### src/rtl/seg_scan.sv
// ----------------------------------------------------------------------------
// seg_scan -- multiplexed 7-segment display scanner
//
// Drives DIGITS common-anode/cathode digits by time-multiplexing one shared
// segment bus. Each digit owns a slot of SCAN_DIV clock cycles. The first
// cycle of every slot keeps all anodes dark so the previous digit's segment
// pattern cannot ghost onto the next digit.
//
// New display data is captured by `load` into a pending register. It is
// copied into the display register only at a frame boundary, so a frame is
// never torn between old and new data.
//
// Parameters
//   DIGITS     number of multiplexed digits (2..16)
//   SCAN_DIV   clock cycles per digit slot (>= 2)
//   ACTIVE_LOW 1 = seg/an outputs active-low, 0 = active-high
//
// Ports
//   clk        clock, all logic on rising edge
//   rst_n      synchronous active-low reset
//   value      4*DIGITS hex nibbles, nibble i -> digit i (digit 0 rightmost)
//   dot        decimal-point request per digit
//   blank      force digit dark (including its dp)
//   load       one-cycle strobe capturing value/dot/blank
//   seg        segments {a,b,c,d,e,f,g,dp}, bit7 = a, bit0 = dp (registered)
//   an         digit enables, at most one active (registered)
//   frame_tick one-cycle pulse in the cycle after each frame boundary
//   pending    captured data waiting for the next frame boundary
//
// Optional feature
//   SEG_SCAN_LZS_EN  when defined, leading-zero suppression is enabled: a
//                    digit whose nibble and all higher nibbles are zero and
//                    whose dot is clear is blanked. Digit 0 always shows.
//
// Handshake: `load` is a plain strobe with no back-pressure. Every cycle in
// which load=1 (and rst_n=1) is accepted; a later load overwrites a pending
// one that has not been shown yet.
// ----------------------------------------------------------------------------
module seg_scan #(
    parameter int DIGITS     = 8,
    parameter int SCAN_DIV   = 1000,
    parameter int ACTIVE_LOW = 1
) (
    input  logic                  clk,
    input  logic                  rst_n,
    input  logic [4*DIGITS-1:0]   value,
    input  logic [DIGITS-1:0]     dot,
    input  logic [DIGITS-1:0]     blank,
    input  logic                  load,
    output logic [7:0]            seg,
    output logic [DIGITS-1:0]     an,
    output logic                  frame_tick,
    output logic                  pending
);

    localparam int DIV_W = (SCAN_DIV > 2) ? $clog2(SCAN_DIV) : 1;
    localparam int IDX_W = (DIGITS > 2) ? $clog2(DIGITS) : 1;

    localparam logic [DIV_W-1:0]  DIV_LAST = DIV_W'(SCAN_DIV - 1);
    localparam logic [IDX_W-1:0]  IDX_LAST = IDX_W'(DIGITS - 1);

    // Inactive output levels, used during reset and as the blank level.
    localparam logic [7:0]        SEG_OFF  = (ACTIVE_LOW != 0) ? 8'hFF : 8'h00;
    localparam logic [DIGITS-1:0] AN_OFF   = (ACTIVE_LOW != 0) ? {DIGITS{1'b1}}
                                                               : {DIGITS{1'b0}};

    // ------------------------------------------------------------------
    // State
    // ------------------------------------------------------------------
    logic [DIV_W-1:0]    div_q,        div_d;
    logic [IDX_W-1:0]    idx_q,        idx_d;

    logic [4*DIGITS-1:0] disp_val_q,   disp_val_d;
    logic [DIGITS-1:0]   disp_dot_q,   disp_dot_d;
    logic [DIGITS-1:0]   disp_blank_q, disp_blank_d;

    logic [4*DIGITS-1:0] pend_val_q,   pend_val_d;
    logic [DIGITS-1:0]   pend_dot_q,   pend_dot_d;
    logic [DIGITS-1:0]   pend_blank_q, pend_blank_d;
    logic                pending_q,    pending_d;

    logic [7:0]          seg_q,        seg_d;
    logic [DIGITS-1:0]   an_q,         an_d;
    logic                frame_tick_q, frame_tick_d;

    logic                frame_end;

    // ------------------------------------------------------------------
    // Hex to active-high segment pattern {a,b,c,d,e,f,g,dp}; dp left 0.
    // ------------------------------------------------------------------
    function automatic logic [7:0] hex_to_seg(input logic [3:0] nib);
        logic [7:0] pat;
        case (nib)
            4'h0:    pat = 8'hFC;
            4'h1:    pat = 8'h60;
            4'h2:    pat = 8'hDA;
            4'h3:    pat = 8'hF2;
            4'h4:    pat = 8'h66;
            4'h5:    pat = 8'hB6;
            4'h6:    pat = 8'hBE;
            4'h7:    pat = 8'hE0;
            4'h8:    pat = 8'hFE;
            4'h9:    pat = 8'hF6;
            4'hA:    pat = 8'hEE;
            4'hB:    pat = 8'h3E;
            4'hC:    pat = 8'h9C;
            4'hD:    pat = 8'h7A;
            4'hE:    pat = 8'h9E;
            default: pat = 8'h8E;
        endcase
        return pat;
    endfunction

    // ------------------------------------------------------------------
    // Scan divider and digit index
    // ------------------------------------------------------------------
    assign frame_end = (div_q == DIV_LAST) && (idx_q == IDX_LAST);

    always_comb begin
        div_d = div_q + 1'b1;
        idx_d = idx_q;
        if (div_q == DIV_LAST) begin
            div_d = '0;
            idx_d = (idx_q == IDX_LAST) ? '0 : idx_q + 1'b1;
        end
    end

    // ------------------------------------------------------------------
    // Pending / display registers
    // ------------------------------------------------------------------
    always_comb begin
        pend_val_d   = pend_val_q;
        pend_dot_d   = pend_dot_q;
        pend_blank_d = pend_blank_q;
        pending_d    = pending_q;
        disp_val_d   = disp_val_q;
        disp_dot_d   = disp_dot_q;
        disp_blank_d = disp_blank_q;

        if (load) begin
            pend_val_d   = value;
            pend_dot_d   = dot;
            pend_blank_d = blank;
            pending_d    = 1'b1;
        end

        if (frame_end) begin
            // A load landing exactly on the boundary is the newest data, so
            // it goes straight to the display and nothing is left pending.
            if (load) begin
                disp_val_d   = value;
                disp_dot_d   = dot;
                disp_blank_d = blank;
            end else if (pending_q) begin
                disp_val_d   = pend_val_q;
                disp_dot_d   = pend_dot_q;
                disp_blank_d = pend_blank_q;
            end
            pending_d = 1'b0;
        end
    end

    // ------------------------------------------------------------------
    // Leading-zero suppression mask
    // ------------------------------------------------------------------
    logic [DIGITS-1:0] suppress;

`ifdef SEG_SCAN_LZS_EN
    logic zero_run;

    // Walk from the most significant digit down; zero_run stays set while
    // every nibble seen so far (this one included) is zero.
    always_comb begin
        zero_run = 1'b1;
        suppress = '0;
        for (int i = DIGITS - 1; i >= 0; i--) begin
            zero_run    = zero_run && (disp_val_q[i*4 +: 4] == 4'h0);
            suppress[i] = (i != 0) && zero_run && !disp_dot_q[i];
        end
    end
`else
    assign suppress = '0;
`endif

    // ------------------------------------------------------------------
    // Current digit selection and output pattern
    // ------------------------------------------------------------------
    logic [3:0]        cur_nib;
    logic              cur_dot;
    logic              cur_dark;
    logic [DIGITS-1:0] an_hot;
    logic [7:0]        seg_raw;
    logic [DIGITS-1:0] an_raw;

    always_comb begin
        cur_nib  = 4'h0;
        cur_dot  = 1'b0;
        cur_dark = 1'b0;
        an_hot   = '0;
        for (int i = 0; i < DIGITS; i++) begin
            if (idx_q == IDX_W'(i)) begin
                cur_nib   = disp_val_q[i*4 +: 4];
                cur_dot   = disp_dot_q[i];
                cur_dark  = disp_blank_q[i] | suppress[i];
                an_hot[i] = 1'b1;
            end
        end
    end

    always_comb begin
        seg_raw    = hex_to_seg(cur_nib);
        seg_raw[0] = cur_dot;
        if (cur_dark) begin
            seg_raw = 8'h00;
        end

        // Count 0 of every slot is the anti-ghost guard: all digits dark.
        an_raw = (div_q == '0) ? '0 : an_hot;

        seg_d        = (ACTIVE_LOW != 0) ? ~seg_raw : seg_raw;
        an_d         = (ACTIVE_LOW != 0) ? ~an_raw  : an_raw;
        frame_tick_d = frame_end;
    end

    // ------------------------------------------------------------------
    // Registers
    // ------------------------------------------------------------------
    always_ff @(posedge clk) begin
        if (!rst_n) begin
            div_q        <= '0;
            idx_q        <= '0;
            disp_val_q   <= '0;
            disp_dot_q   <= '0;
            disp_blank_q <= '0;
            pend_val_q   <= '0;
            pend_dot_q   <= '0;
            pend_blank_q <= '0;
            pending_q    <= 1'b0;
            seg_q        <= SEG_OFF;
            an_q         <= AN_OFF;
            frame_tick_q <= 1'b0;
        end else begin
            div_q        <= div_d;
            idx_q        <= idx_d;
            disp_val_q   <= disp_val_d;
            disp_dot_q   <= disp_dot_d;
            disp_blank_q <= disp_blank_d;
            pend_val_q   <= pend_val_d;
            pend_dot_q   <= pend_dot_d;
            pend_blank_q <= pend_blank_d;
            pending_q    <= pending_d;
            seg_q        <= seg_d;
            an_q         <= an_d;
            frame_tick_q <= frame_tick_d;
        end
    end

    assign seg        = seg_q;
    assign an         = an_q;
    assign frame_tick = frame_tick_q;
    assign pending    = pending_q;

endmodule

### config.mk
export PLATFORM = sky130hd
export DESIGN_NAME = seg_scan
export DESIGN_NICKNAME = d
export VERILOG_FILES = /design/src/rtl/seg_scan.sv
export SDC_FILE = /design/constraint.sdc
export NUM_CORES = 1
export LEC_CHECK = 0
export CAP_MARGIN = 5
export CELL_PAD_IN_SITES_DETAIL_PLACEMENT = 0
export CELL_PAD_IN_SITES_GLOBAL_PLACEMENT = 2
export CORE_UTILIZATION = 32
export DETAILED_ROUTE_END_ITERATION = 8
export PLACE_DENSITY = 0.74
export SYNTH_ARGS = -nofsm -noshare
export SYNTH_HDL_FRONTEND = slang
export SYNTH_SLANG_ARGS = --single-unit
### constraint.sdc
create_clock -name clk -period 2.6 [get_ports clk]
set_input_delay 0.52 -clock clk [delete_from_list [all_inputs] [get_ports clk]]
set_output_delay 0.52 -clock clk [all_outputs]
set_load 0.02 [all_outputs]
# Word level (Yosys, flattened, before mapping)
# Memory sizes are Yosys's and may differ from the RTL's.
# Index checks and enable logic that the tools add are counted.
# word_totals
mem_bits_ro	112
elab_cells	74
memories	1
output_inout_bits	18
regBits	127
# op_classes
eq_ne	8
n_mux	41
reduce_logical	7
addsub	2
bitwise_logic	3
# memory_table
memory	depth	width	rd	rd_clocked_by_memory_dff	wr	line_no	rtl
(no name shown)	16	7	1	0	0	93	case (nib)
# ops
cell	count
$mux W32	2
$mux W8	6
$mux W4	8
$mux W1	24
$not A8 Y8	2
$eq A3 B3 Y1 const B	4
$add A10 B1 Y10 const B	1
$eq A10 B10 Y1 const B	1
$logic_not A10 Y1	1
$eq A3 B2 Y1 const B	2
$reduce_or A2 Y1	2
$add A3 B1 Y3 const B	1
$eq A3 B1 Y1 const B	1
$logic_not A3 Y1	1
$mux W3	1
$reduce_and A2 Y1	1
$reduce_bool A2 Y1	1
$logic_and A1 B1 Y1	1
$not A1 Y1	1

# Longest topological paths before layout
# Gate-level depths: netlist (run 1).
# An unclocked memory read counts as a cell.
# depth
depth_word	12
mapped_depth	13
depth_no_buf	11

# Worst setup path before layout (run 1)
# No wires, ideal clock.
# synth_timing
path_type	reg-to-reg
start	reg idx_q[2]
end	reg seg_q[4] (netlist: seg[4])
synth_period_minus_slack_ns	2.656
t_arrival_ns	2.494
setup_ns	0.162
setup_slack_ns	-0.056
n_path_buf	2
stages_incl_launch_ff	14
required_ns	2.438
cell_sequence	dfxtp_1 -> buf_2 -> inv_1 -> ha_1 -> clkbuf_1 -> nor2_1 -> nand3_1 -> a311oi_1 -> a211oi_1 -> inv_1 -> ha_1 -> inv_1 -> o2111a_1 -> a41oi_1
# synth_via
elab_chain_len	12
elab_cells_between_ends	27
cone_classes	7 x eq/ne; 17 x mux; 1 x bitwise; 1 x reduce/logical; 1 x memory
# synth_lines
element	line_no	rtl
start, declared	71	logic [IDX_W-1:0] idx_q, idx_d;
start signal, assigned	244	idx_q <= idx_d;
$logic_not A3 Y1	201	if (idx_q == IDX_W'(i)) begin
$mux W4 (8 in a row)	201	
$mem_v2 Z16 W7	--	
$mux W8 (*)	213	if (cur_dark) begin
$not A8 Y8 (*)	220	seg_d = (ACTIVE_LOW != 0) ? ~seg_raw : seg_raw;
end signal, assigned	252	seg_q <= seg_d;
end, declared	82	logic [7:0] seg_q, seg_d;
# Every way passes the cells marked *; elsewhere a longest branch is shown, timed or not.
# A chain may end at the register's enable or synchronous reset.

# Worst setup path in the final report (run 1)
# layout_timing
start	reg idx_q[0]
end	reg seg_q[4] (netlist: seg[4])
# The elaborated chain is that of the path after synthesis.

==> flow_summary.json, run 1 <==
{
  "grt.busiest_layer": "met2",
  "viasPerCell": 4.75,
  "whs_ns": 0.474,
  "grt_use_met2_pct": 24.1,
  "path_common_cell": "inv_1",
  "clock_latency_ns": 0.42,
  "cts_buffers": 17,
  "cp.arrival_ns": 2.77,
  "ys_types": 51,
  "die_w_um": 133,
  "placementRows": 47,
  "antenna_found_initial": 0,
  "yosysSeqAreaShare_pct": 46.5,
  "root_buffer": "clkbuf_16",
  "worstSetupPathType": "reg2reg",
  "p_per_area_mw_per_mm2": 661,
  "yosys_warnings": 0,
  "synthCells": 555,
  "crit_fanout": 7,
  "gr-total-overflow": 0,
  "hold_depth": 1,
  "synth_nets": 620,
  "min_from": "div_q[0]",
  "wire_per_inst_um": 14.5,
  "layout.nets": 697,
  "area_delta_synth_final_pct": 30.8,
  "use_met1_pct": 19.3,
  "hp-class": "reg2reg",
  "grt_setup_unrepaired": "true",
  "fin_crit_sh_pct": 93.7,
  "stdcell_area_mm2": 0.00715,
  "synthesis.area_mm2": 0.00546,
  "antennaDiodeCount": 0,
  "async_flop_share_pct": 0,
  "drtAntennaViolNets": 0,
  "critPathMaxStageDelay_ns": 0.57,
  "cts_buffer_depth": 2,
  "synth.most_common_cell": "dfxtp_1",
  "yosys.area.top_type_share_pct": 46.5,
  "gp_congestion": 0.852,
  "maxCapViolCount": 0,
  "fin_crit_ns": 2.44,
  "vias": 4105,
  "ctsHoldBuffers": 0,
  "drive_above_1_share_pct": 20.6,
  "skew_ns": 0.00792,
  "synth_commonest_cells": "dfxtp_1, nor2_1, mux2i_1, a211oi_2, nand2_1",
  "cts.sinks": 127,
  "timing.fmax_ghz": 0.411,
  "outcome": "complete, no violations",
  "port_buffers": 68,
  "hold_viol": 0,
  "total_power_mw": 4.73,
  "slew_headroom_pct": 50.1,
  "crit_slowest_cell": "or4_4",
  "p_leak_nw": 2.63,
  "rr_worst_depth": 10,
  "grt_usage_pct": 15.2,
  "min_to": "div_q[0]",
  "ir_worst_vdd_mv": 0.405,
  "synth_top_area_cell": "dfxtp_1",
  "cp.required_ns": 2.94,
  "drt_first_pass_iters": 4,
  "dp_hpwl_um": 8650,
  "drc": 0,
  "timing.rr.end": "seg[4]",
  "io_pins": 69,
  "fp.coreArea_mm2": 0.0166,
  "cp_top_family": "compound AO/OA/AOI/OAI gates",
  "worst_slew_pin_slew_ns": 0.742,
  "critPathCaptureType": "register",
  "cts_tree": "yes",
  "grt_max_degree": 103,
  "post-place-ws_ns": -0.0844,
  "clk_pin_slew_ns": 0.06,
  "fillers": 1605,
  "setup_ws_ns": 0.164,
  "cp-start-kind": "register",
  "drv_slew": 0,
  "synth-seq-cells": 127,
  "dr.first_iter.drc_count": 153,
  "path_buf_inv": 3,
  "use_met3_pct": 3.83,
  "drt-total-wl_um": 12500,
  "synth_area_leaders": "dfxtp_1, a211oi_2, mux2i_1",
  "r2r_setup_slack_ns": 0.16,
  "grt_pass1_wl_um": 21000,
  "initial_utilization_pct": 32.8,
  "die_area_mm2": 0.0176,
  "crit_chain": "inv_1 > ha_1 > or4_4 > a31oi_4 > a211oi_4 > inv_1 > ha_2 > inv_1 > o2111a_1 > a41oi_1",
  "place_area_mm2": 0.00646,
  "yosys_most_used_dff": "dfxtp_1",
  "syn_avg_cell_area_um2": 9.85,
  "htreeDepth": 4,
  "r2r_start": "idx_q[0]",
  "die_y_um": 133,
  "synth_edf_count": 0,
  "setup_viol": 0,
  "grt_pass1_vias": 4188
}
-- state kept, by name, summed over array words and instances (netlist names), 3 cells and up --
register / flops
an: 8
disp_blank_q: 8
disp_dot_q: 8
disp_val_q: 32
div_q: 10
idx_q: 3
pend_blank_q: 8
pend_dot_q: 8
pend_val_q: 32
seg: 8
-- per-layer routing --
metal  share of wire (%)  vias up  routed length (µm)
met1                  48     1917                6060
met4                 2.3        0                 287
li1                    -     2097                   -
met3                 3.3       25                 412
met2                  46       66                5760
met5                   0        -                   0
-- stage by stage --
stage | TNS [ns] | std cells | utilization, %
after floorplan | 0 | 555 | -
after global placement | 0 | 832 | 38.8
after detailed placement | -0.186 | 832 | 38.8
after CTS | 0 | 864 | 42.5
after global routing | -0.00357 | 865 | 42.9
final | 0 | 865 | 42.9
-- layout by cell type, fill, tap and decap left out, types with 17 or more instances in the layout --
cell             Yosys  final
dfxtp_1            127    125
buf_4                0     28
clkbuf_16            0     17
nor2_1             112    112
a211oi_2            48     48
mux2i_1             50     50
nand2_1             29     29
a21oi_1             18     18
clkdlybuf4s50_1      0     67
-- cell families (layout without fill, tap and decap cells) --
| kind of cell | count (synthesis) | after routing | synth area share, % |
|---|---|---|---|
| AOI/OAI and AO/OA | 110 | 110 | 19.0 |
| xor gates and xnor gates | 6 | 6 | 0.962 |
| adders and majority gates | 14 | 14 | 3.21 |
| buffers and inverters | 58 | 148 | 5.56 |
| DFF | 127 | 127 | 46.5 |
| muxes | 51 | 51 | 9.37 |
| and+or+nand+nor | 189 | 189 | 15.4 |
-- cell type report --
| cell class | count | area (µm²) | share of cell area [%] |
|---|---|---|---|
| repair buffers | 100 | 966 | 13.5 |
| inverters | 16 | 62.6 | 0.876 |
| well taps | 220 | 275 | 3.85 |
| multi-input cells | 370 | 2690 | 37.7 |
| clock inverters | 13 | 163 | 2.28 |
| clock buffers | 19 | 443 | 6.20 |
| flip-flops and latches | 127 | 2540 | 35.6 |
-- how the worst max path moves through the flow --
| stage | start | end | cells past startpoint | slack [ns] |
|---|---|---|---|---|
| 6_report | idx_q[0] | seg[4] | 10 | 0.16 |
| 5_1_grt | idx_q[0] | seg[4] | 11 | -0.004 |
| 4_1_cts | idx_q[1] | seg[7] | 12 | 0.04 |
| 3_5_place_dp | idx_q[0] | seg[4] | 11 | -0.08 |
| 3_3_place_gp | idx_q[1] | seg[1] | 11 | 0.03 |
| 2_1_floorplan | idx_q[2] | seg[4] | 13 | 0.13 |
-- timing repair --
| item | CTS | global route |
|---|---|---|
| pin swaps | 1 | 1 |
| resized for setup | 4 | 14 |
| setup endpoints to repair | 5 | 7 |
| buffers inserted | 0 | 1 |
| gates cloned | 0 | 0 |
-- report_power, final --
group / total (mW) / internal (mW) / switching (mW)
combinational: 0.287 / 0.142 / 0.146
clock: 2.42 / 1.53 / 0.885
sequential: 2.02 / 2.00 / 0.0175
Power figures use the tool's default switching activity.
==> inputs of run 2 (changes only) <==
--- a/config.mk
+++ b/config.mk
@@ -8,9 +8,9 @@
 export CAP_MARGIN = 5
 export CELL_PAD_IN_SITES_DETAIL_PLACEMENT = 0
 export CELL_PAD_IN_SITES_GLOBAL_PLACEMENT = 2
-export CORE_UTILIZATION = 32
+export CORE_UTILIZATION = 38
 export DETAILED_ROUTE_END_ITERATION = 8
-export PLACE_DENSITY = 0.74
+export PLACE_DENSITY = 0.83
 export SYNTH_ARGS = -nofsm -noshare
 export SYNTH_HDL_FRONTEND = slang
 export SYNTH_SLANG_ARGS = --single-unit
==> constraint.sdc (replaced) <==
create_clock -name clk -period 2.9 [get_ports clk]
set_input_delay 0.58 -clock clk [delete_from_list [all_inputs] [get_ports clk]]
set_output_delay 0.58 -clock clk [all_outputs]
set_load 0.02 [all_outputs]
==> run 2 against run 1 <==
Clock skew down 0.0020 ns. Sequential share of layout area up 1.0 points. Combinational power fell by 11%. Critical path depth fell by 1. Design area shrank 2.9%. Core utilization grew 6.8 points. Flip-flop and latch count stayed put. Via count fell by 1.3%. Register-to-register slack improved by 0.06 ns. First-iteration DRC count is 7.8% lower. Final cell count down 6.4%. Non-clock buffer count is 15 lower. Critical endpoint is now seg[7]. Largest cell class unchanged. Largest power group unchanged. Highest routed layer unchanged.
==> flow_summary.json, run 2 (same netlist as run 1, synthesis figures left out) <==
{
  "hp-class": "reg2reg",
  "die_w_um": 122,
  "critPathMaxStageDelay_ns": 0.47,
  "fillers": 1291,
  "vias": 4052,
  "die_area_mm2": 0.0149,
  "gr-total-overflow": 0,
  "final_cell_mix": "dfxtp_1, nor2_1, clkdlybuf4s50_1",
  "grt_usage_pct": 17.1,
  "cts_buffer_depth": 2,
  "layout.nets": 682,
  "worstSetupPathType": "reg2reg",
  "cp.arrival_ns": 3.01,
  "grt_pass1_vias": 3866,
  "gp_congestion": 0.886,
  "placementRows": 43,
  "r2r_setup_slack_ns": 0.22,
  "timing.fmax_ghz": 0.373,
  "crit_start": "idx_q[0]",
  "grt_pass1_wl_um": 19300,
  "drt_first_pass_iters": 7,
  "crit_fanout": 16,
  "rr_worst_depth": 9,
  "cts.sinks": 127,
  "antenna_found_initial": 0,
  "timing.rr.end": "seg[7]",
  "slew_headroom_pct": 50.5,
  "viasPerCell": 5.00,
  "cp.required_ns": 3.23,
  "crit_end": "seg[7]",
  "p_per_area_mw_per_mm2": 621,
  "wire_per_inst_um": 14.6,
  "fin_crit_sh_pct": 92.4,
  "initial_utilization_pct": 39.2,
  "layout_commonest_cell": "dfxtp_1",
  "io_pins": 69,
  "crit_slowest_cell": "ha_1",
  "clock_latency_ns": 0.42,
  "worst_slew_pin_slew_ns": 0.736,
  "cts_post_setup_buffers_inserted": 0,
  "r2r_start": "idx_q[0]",
  "antennaDiodeCount": 0,
  "ir_worst_vdd_mv": 0.323,
  "cts_tree": "yes",
  "ctsHoldBuffers": 0,
  "cp-start-kind": "register",
  "hold_viol": 0,
  "outcome": "complete, no violations",
  "fin_crit_ns": 2.68,
  "die_y_um": 122,
  "dr.first_iter.drc_count": 141,
  "post-place-ws_ns": 0.0467,
  "fin_setup_tns_ns": 0,
  "setup_viol": 0,
  "dp_hpwl_um": 8210,
  "drc": 0,
  "root_buffer": "clkbuf_16",
  "reg.largest.list": "disp_val_q (32), pend_val_q (32), div_q (10)",
  "skew_ns": 0.00597,
  "grt_setup_unrepaired": "false",
  "drtAntennaViolNets": 0,
  "cts_buffers": 17,
  "p_leak_nw": 2.55,
  "area_delta_synth_final_pct": 26.9,
  "clk_pin_slew_ns": 0.06,
  "place_inst": 778,
  "port_buffers": 68,
  "grt_max_degree": 72,
  "path_common_cell": "a21oi_1",
  "setup_ws_ns": 0.221,
  "maxCapViolCount": 0,
  "drive_above_1_share_pct": 17.3,
  "cts_resized": 0,
  "drt-total-wl_um": 11800,
  "htreeDepth": 4,
  "fp.coreArea_mm2": 0.0139,
  "critPathCaptureType": "register",
  "crit_chain": "inv_1 > ha_1 > buf_4 > a21oi_1 > a221oi_1 > o21ai_0 > a21oi_1 > nor3_1 > o31ai_1",
  "final_cells": 810,
  "drv_slew": 0
}
run 2: through the flow:
stage,hold slack (ns),utilization [%],power [mW],instance area [µm²]
2_1_floorplan,0.437,-,1.99,5460
6_report,0.476,49.8,4.31,6940
5_1_grt,0.506,49.8,4.47,6940
3_5_place_dp,0.470,45.1,2.11,6290
4_1_cts,0.483,49.7,4.37,6920
3_3_place_gp,0.455,45.1,2.10,6290
run 2: worst min-delay path by stage:
stage                     depth (start not counted)      from  slack, ns       end
after floorplan                                   1  div_q[0]       0.44  div_q[0]
after global placement                            1  div_q[0]       0.45  div_q[0]
after detailed placement                          1  div_q[0]       0.47  div_q[0]
after CTS                                         1  div_q[0]       0.48  div_q[0]
after global routing                              1  div_q[0]       0.51  div_q[0]
final                                             1  div_q[0]       0.48  div_q[0]
run 2: metal layers:
layer / wire [µm] / vias up / part of all wire (%) / global-route usage [%]
met4: 234 / 0 / 2.0 / 8.26
met1: 5840 / 1882 / 49 / 21.9
met5: 0 / - / 0 / 0
li1: - / 2071 / - / -
met2: 5300 / 79 / 45 / 26.6
met3: 431 / 20 / 3.6 / 4.31
run 2: power breakdown:
part,total (mW),switching [mW],internal (mW)
clock network,2.24,0.786,1.45
logic,0.255,0.129,0.126
registers,1.81,0.0154,1.80
total,4.31,0.930,3.38
run 2: cell type report:
class | count | area (µm²) | area share (%)
multi-input combinational | 370 | 2630 | 38.0
sequential | 127 | 2540 | 36.7
timing repair buffer | 85 | 841 | 12.1
clock buffer | 18 | 439 | 6.33
tap | 180 | 225 | 3.25
clock inverter | 14 | 191 | 2.76
inverter | 16 | 62.6 | 0.902
run 2: critical path, delay by kind of cell, from the launching register on:
family,cells,cell delay [ns]
simple gates,1,0.11
compound gates,5,1.34
buf+inv,2,0.32
fa+ha+maj,1,0.47
flops,1,0.35
